## config.mk

```make
export PLATFORM = sky130hd
export DESIGN_NAME = imem_responder
export DESIGN_NICKNAME = d
export VERILOG_FILES = /design/src/rtl/imem_responder.sv
export SDC_FILE = /design/constraint.sdc
export NUM_CORES = 2
export LEC_CHECK = 0
export ABC_AREA = 1
export CAP_MARGIN = 30
export CORE_MARGIN = 2
export CORE_UTILIZATION = 45
export CTS_BUF_LIST = sky130_fd_sc_hd__clkbuf_4 sky130_fd_sc_hd__clkbuf_8 sky130_fd_sc_hd__clkbuf_16
export DETAILED_ROUTE_END_ITERATION = 6
export MAX_ROUTING_LAYER = met4
export PLACE_DENSITY = 0.62
export SETUP_SLACK_MARGIN = 0.05
export SYNTH_ARGS = -nofsm -noshare
export SYNTH_HDL_FRONTEND = slang
export SYNTH_SLANG_ARGS = --single-unit
```

## constraint.sdc

```tcl
create_clock -name clk -period 13.1 [get_ports clk]
set_input_delay 1.31 -clock clk [delete_from_list [all_inputs] [get_ports clk]]
set_output_delay 1.31 -clock clk [all_outputs]
set_load 0.02 [all_outputs]
```

## src/rtl/imem_responder.sv

```systemverilog
// Purpose  : instruction-memory responder; serves word fetches from a RAM and returns inst+addr in order.
// Latency  : LATENCY cycles from request accept to rsp_valid (push into response FIFO at accept+LATENCY-1).
// Backpress: req_ready drops when in-flight + buffered reaches FIFO_DEPTH or during flush; rsp side holds under ~rsp_ready.
//
// Ports (imem_responder):
//   clk, reset              : clock (rising edge), asynchronous active-high reset
//   req_valid/req_ready     : fetch request handshake, req_addr = byte address
//   rsp_valid/rsp_ready     : response handshake, rsp_addr/rsp_inst/rsp_err = payload
//   flush                   : discards every in-flight and buffered response
//   prog_we/prog_addr/data  : program-load write port (word granular, out-of-range dropped)
//   perf_req_cnt/stall_cnt  : accepted-request and stalled-cycle counters, only when IMEM_PERF_EN is defined
//
// Optional feature macro: IMEM_PERF_EN

// Purpose  : generic synchronous FIFO, registered first-word-fall-through output.
// Latency  : a push at edge N is visible on o_rd_vld/o_rd_dat in the cycle after edge N.
// Backpress: push is ignored when full unless a pop happens at the same edge; i_clr empties it.
module imem_fifo #(
    parameter int WIDTH = 8,
    parameter int DEPTH = 4
) (
    input  logic             clk,
    input  logic             rst,
    input  logic             i_clr,
    input  logic             i_wr_vld,
    input  logic [WIDTH-1:0] i_wr_dat,
    input  logic             i_rd_rdy,
    output logic             o_rd_vld,
    output logic [WIDTH-1:0] o_rd_dat
);
    localparam int PW = (DEPTH > 1) ? $clog2(DEPTH) : 1;
    localparam int CW = $clog2(DEPTH + 1);

    logic [WIDTH-1:0] r_mem [DEPTH];
    logic [PW-1:0]    r_wr_ptr;
    logic [PW-1:0]    r_rd_ptr;
    logic [CW-1:0]    r_cnt;
    logic             w_pop;
    logic             w_push;

    function automatic logic [PW-1:0] nxt(input logic [PW-1:0] p);
        return (p == PW'(DEPTH - 1)) ? '0 : p + 1'b1;
    endfunction

    assign o_rd_vld = (r_cnt != '0);
    assign o_rd_dat = r_mem[r_rd_ptr];
    assign w_pop    = o_rd_vld & i_rd_rdy;
    // When full, the write slot is the read slot; it is only safe to overwrite if it is being popped.
    assign w_push   = i_wr_vld & ((r_cnt != CW'(DEPTH)) | w_pop);

    // Storage is reset so the payload outputs read as zero out of reset.
    always_ff @(posedge clk or posedge rst) begin
        if (rst) begin
            r_wr_ptr <= '0;
            r_rd_ptr <= '0;
            r_cnt    <= '0;
            for (int i = 0; i < DEPTH; i++) r_mem[i] <= '0;
        end else if (i_clr) begin
            r_wr_ptr <= '0;
            r_rd_ptr <= '0;
            r_cnt    <= '0;
        end else begin
            if (w_push) begin
                r_mem[r_wr_ptr] <= i_wr_dat;
                r_wr_ptr        <= nxt(r_wr_ptr);
            end
            if (w_pop) r_rd_ptr <= nxt(r_rd_ptr);
            if (w_push && !w_pop)      r_cnt <= r_cnt + 1'b1;
            else if (!w_push && w_pop) r_cnt <= r_cnt - 1'b1;
        end
    end
endmodule

module imem_responder #(
    parameter int DEPTH      = 64,
    parameter int LATENCY    = 2,
    parameter int FIFO_DEPTH = 4
) (
    input  logic        clk,
    input  logic        reset,
    input  logic        req_valid,
    input  logic [31:0] req_addr,
    output logic        req_ready,
    output logic        rsp_valid,
    input  logic        rsp_ready,
    output logic [31:0] rsp_addr,
    output logic [31:0] rsp_inst,
    output logic        rsp_err,
    input  logic        flush,
    input  logic        prog_we,
    input  logic [31:0] prog_addr,
    input  logic [31:0] prog_data
`ifdef IMEM_PERF_EN
    ,
    output logic [31:0] perf_req_cnt,
    output logic [31:0] perf_stall_cnt
`endif
);
    localparam int AW = $clog2(DEPTH);
    localparam int CW = $clog2(FIFO_DEPTH + 1);

    typedef struct packed {
        logic        err;
        logic [31:0] addr;
        logic [31:0] inst;
    } rsp_t;

    typedef struct packed {
        logic vld;
        rsp_t rsp;
    } stage_t;

    logic [31:0]   r_mem [DEPTH];
    logic [CW-1:0] r_cnt;

    logic          w_accept;
    logic          w_pop;
    logic [AW-1:0] w_req_idx;
    logic          w_req_err;
    logic [AW-1:0] w_prog_idx;
    logic          w_prog_in_range;
    stage_t        w_s0;
    stage_t        w_push;
    rsp_t          w_rsp;

    // req_ready never looks at req_valid, so the fetch side can't form a combinational loop through us.
    assign req_ready = ~reset & ~flush & (r_cnt < CW'(FIFO_DEPTH));
    assign w_accept  = req_valid & req_ready;
    assign w_pop     = rsp_valid & rsp_ready;

    assign w_req_idx = req_addr[AW+1:2];
    assign w_req_err = (req_addr[1:0] != 2'b00) | (req_addr >= 32'(4 * DEPTH));

    // Byte-offset bits of prog_addr are don't-care; the shift folds them away.
    assign w_prog_idx      = prog_addr[AW+1:2];
    assign w_prog_in_range = (prog_addr >> 2) < 32'(DEPTH);

    always_ff @(posedge clk) begin
        if (prog_we && w_prog_in_range) r_mem[w_prog_idx] <= prog_data;
    end

    // RAM sampled at the accept edge: a same-edge program write is not yet visible, so old data is returned.
    always_comb begin
        w_s0          = '0;
        w_s0.vld      = w_accept;
        w_s0.rsp.err  = w_req_err;
        w_s0.rsp.addr = req_addr;
        w_s0.rsp.inst = w_req_err ? 32'h0 : r_mem[w_req_idx];
    end

    // LATENCY-1 register stages between the accept edge and the FIFO push edge.
    if (LATENCY == 1) begin : g_lat1
        assign w_push = w_s0;
    end else begin : g_pipe
        stage_t r_pipe [LATENCY-1];

        always_ff @(posedge clk or posedge reset) begin
            if (reset) begin
                for (int i = 0; i < LATENCY - 1; i++) r_pipe[i] <= '0;
            end else if (flush) begin
                for (int i = 0; i < LATENCY - 1; i++) r_pipe[i] <= '0;
            end else begin
                r_pipe[0] <= w_s0;
                for (int i = 1; i < LATENCY - 1; i++) r_pipe[i] <= r_pipe[i-1];
            end
        end

        assign w_push = r_pipe[LATENCY-2];
    end

    imem_fifo #(
        .WIDTH ($bits(rsp_t)),
        .DEPTH (FIFO_DEPTH)
    ) u_rsp_fifo (
        .clk      (clk),
        .rst      (reset),
        .i_clr    (flush),
        .i_wr_vld (w_push.vld),
        .i_wr_dat (w_push.rsp),
        .i_rd_rdy (rsp_ready),
        .o_rd_vld (rsp_valid),
        .o_rd_dat (w_rsp)
    );

    assign rsp_err  = w_rsp.err;
    assign rsp_addr = w_rsp.addr;
    assign rsp_inst = w_rsp.inst;

    // Outstanding = pipeline + FIFO occupancy; bounding it by FIFO_DEPTH guarantees every push has a slot.
    always_ff @(posedge clk or posedge reset) begin
        if (reset) begin
            r_cnt <= '0;
        end else if (flush) begin
            r_cnt <= '0;
        end else if (w_accept && !w_pop) begin
            r_cnt <= r_cnt + 1'b1;
        end else if (!w_accept && w_pop) begin
            r_cnt <= r_cnt - 1'b1;
        end
    end

`ifdef IMEM_PERF_EN
    logic [31:0] r_perf_req;
    logic [31:0] r_perf_stall;

    // Free-running, wrap naturally; flush deliberately leaves them alone.
    always_ff @(posedge clk or posedge reset) begin
        if (reset) begin
            r_perf_req   <= '0;
            r_perf_stall <= '0;
        end else begin
            if (w_accept)               r_perf_req   <= r_perf_req + 32'd1;
            if (req_valid && !req_ready) r_perf_stall <= r_perf_stall + 32'd1;
        end
    end

    assign perf_req_cnt   = r_perf_req;
    assign perf_stall_cnt = r_perf_stall;
`endif
endmodule

```

==> summary.txt <==
Cells and area
  • Finished Layout Cells: 11,300
  • Final Util: 0.510
  • Layout area overhead: 12.9%
  • Nets: 8,375
  • Leading cell type in the layout, fill and taps excluded: nand2_1
  • Layout cells sized above 1: 0.0802
  • Most frequent cells in the layout: nand2_1 (2,405), edfxtp_1 (2,048), nand3_1 (1,949)

CTS
  • Post-CTS resize count: 0
  • Setup bufs post-CTS: 0
  • Num CTS Buffers: 232
  • Max clock buf depth: 3
  • CTS H-tree depth: 4
  • Clk_lat worst skew: 0.86 ns
  • CTS Root Cell: clkbuf_16
  • Worst-path clk slew: 0.06 ns
  • TritonCTS clock tree: done
  • Cts hold-fix bufs: 0
  • CTS Sinks: 2,384

Power
  • Lkg Pwr: 0.0392 uW
  • Power Density: 152 nW/um^2
  • VDD IR max: 0.148 mV

Die
  • Die W: 465 um
  • Die Y: 465 um
  • # rows: 169
  • Starting density of the core: 0.452
  • I/O pins: 169
  • DIE AREA: 217,000 um^2
  • Core Area: 212,000 um^2

GRT
  • Antenna violations before repair: 8
  • Largest net degree at the start of global routing: 214
  • First-pass GRT wire length: 378,000 um
  • Grt ovf: 0
  • Number of global-route vias before repair: 59,500
  • Global Route Usage Sum: 0.236

Worst setup path
  • CP Cell Sequence: clkinv_2, buf_4, buf_4, o21ai_0, o22ai_1, clkdlybuf4s50_1
  • Max stage delay on crit path: 0.71 ns
  • WP data arrival: 4.27 ns
  • Reg2reg path depth: 9
  • CP Data Required Time: 11.79 ns
  • Critical path capture point type: output port
  • CP dominant cell by count: buf_4
  • Critical path depth in cells: 6
  • Family with the most delay on the worst path: buffers and inverters
  • Crit path max fanout: 72
  • WS Path Type: flip-flop to output port
  • CP max-delay cell: dfrtp_4
  • Bufs and invs on worst path: 4
  • Setup crit start kind: flip-flop

Placement
  • Post-Place Worst Slack: 6.96 ns
  • Dpl hpwl: 128,000 um
  • Dpl cells: 10,800
  • GPL Wtd Cong: 0.812
  • Buffers on Ports: 166

Route
  • Via/cell ratio: 5.59
  • Routed wire length: 253,000 um
  • Residual DRC: 0
  • Routed length per instance: 22.4 um
  • 1st-iter DRT viols: 7,373
  • DR pass1 iterations: 6
  • Antenna-violating nets left: 0
  • DR vias: 63,100

Logic synthesis
  • Mapped Area: 95,800 um^2
  • Yosys warnings: 0
  • Post-synth top area share: 0.642
  • Seq cells post-synth: 2,384
  • Sequential-to-total area share from yosys stat: 0.730
  • Mean Syn Cell Area: 11.6 um^2
  • Syn Nets: 8,346
  • Gate Count Post-Synth: 8,237
  • Synth area leaders: edfxtp_1 (64%), nand3_1 (10%), nand2_1 (9.4%), dfrtp_1 (8.8%), o21ai_0 (2.1%)
  • Synth unique cells: 28
  • Top cell type by total area after synthesis: edfxtp_1

Job
  • Max Cap Viol: 0

STA
  • Max Slew Vio Count: 0
  • Fin crit period: 5.58 ns
  • Hold_ws: 0.478 ns
  • Endpoints failing hold: 0
  • Worst setup slack after layout: 7.52 ns
  • Setup violations, final: 0
  • Max-slew headroom: 0.168
  • Period utilization: 0.426
  • Slew at the pin closest to its max-slew limit: 1.25 ns
  • Peak Freq: 179 MHz
  • RSZ-0062 raised after global routing: no
  • Setup TNS: 0 ns
  • Clock Skews: 0.0270 ns

Hold path
  • Worst Hold Class: flip-flop to flip-flop
  • Hold path cells: 2

Run status
  • Run status: completed
==> worst reg2reg max path, delay by kind of cell, from the launching register on <==
family,cells,cell delay [ns]
buf+inv,2,0.87
simple gates,6,1.06
compound gates,1,0.14
flops,1,0.37
==> Yosys cell counts <==
master	count
nor4_1	3
fa_1	2
nand4_1	16
inv_1	117
and2_1	1
o211ai_1	1
dfrtp_1	336
buf_4	57
inv_2	2
xor2_1	1
nand3b_1	1
xnor2_1	1
nand3_1	1949
inv_4	1
nor2_1	321
clkinv_1	2
o22ai_1	68
ha_1	5
clkinv_2	1
o21ai_0	399
nor3b_1	1
buf_1	50
buf_2	305
nor3_1	2
buf_6	6
clkbuf_1	132
nand2_1	2409
edfxtp_1	2048
==> power breakdown <==
part	switching, uW	internal [uW]	total, uW
Sequential	53.8	8310	8370
Combinational	1080	518	1600
Clock	2820	3690	6510
Total	3950	12500	16500
==> per-stage QoR <==
stage	total power (uW)	cell area, um^2
3_5_place_dp	10100	100000
2_1_floorplan	9430	95800
6_report	16500	108000
5_1_grt	17000	108000
4_1_cts	16500	108000
3_3_place_gp	10100	99800
==> registers in the layout, summed over array words and instances (netlist names) <==
signal               cells
u_rsp_fifo.r_wr_ptr      2
u_rsp_fifo.r_mem       260
u_rsp_fifo.r_cnt         3
u_rsp_fifo.r_rd_ptr      2
r_cnt                    3
g_pipe.r_pipe           66
r_mem                 2048
==> cells by family (layout without fill, tap and decap cells) <==
group                      after synthesis  count (layout)  share of synthesized area
xor gates and xnor gates                 2               2                   0.000183
adders and majority gates                7               7                    0.00107
and+or+nand+nor                       4703            4703                      0.210
buffers and inverters                  673             900                     0.0331
DFF                                   2384            2384                      0.730
other                                    0               4                          0
AOI/OAI and AO/OA                      468             468                     0.0254
==> layout make-up <==
cell class              instances  area, um^2
fillers                     18100      104000
flip-flops and latches       2384       69900
multi-input cells            5180       23200
clock buffers                 303        6490
well taps                    2821        3530
repair buffers                345        3510
clock inverters               129         953
inverters                     123         515
diodes                          4        10.0
==> per-layer routing <==
layer  global-route usage  vias to the layer above  part of all wire
met5                    -                        -                 0
met4               0.0568                        0             0.021
met3               0.0356                      382             0.079
met2                0.373                     2452              0.48
met1                0.324                    31200              0.42
li1                     -                    29000                 -
==> final timing paths <==
| path | from | to | slack [ns] |
|---|---|---|---|
| min in group asynchronous | reset | g_pipe.r_pipe[58] | 1.04 |
| worst min-delay path | u_rsp_fifo.r_mem[178] | u_rsp_fifo.r_mem[178] | 0.48 |
| max in group asynchronous | reset | u_rsp_fifo.r_mem[157] | 10.04 |
| worst max register to register | u_rsp_fifo.r_cnt[0] | u_rsp_fifo.r_mem[241] | 10.56 |
| worst max-delay path | u_rsp_fifo.r_rd_ptr[0] | rsp_inst[28] | 7.52 |
| worst min register to register | u_rsp_fifo.r_mem[178] | u_rsp_fifo.r_mem[178] | 0.48 |
Power figures use the tool's default switching activity.
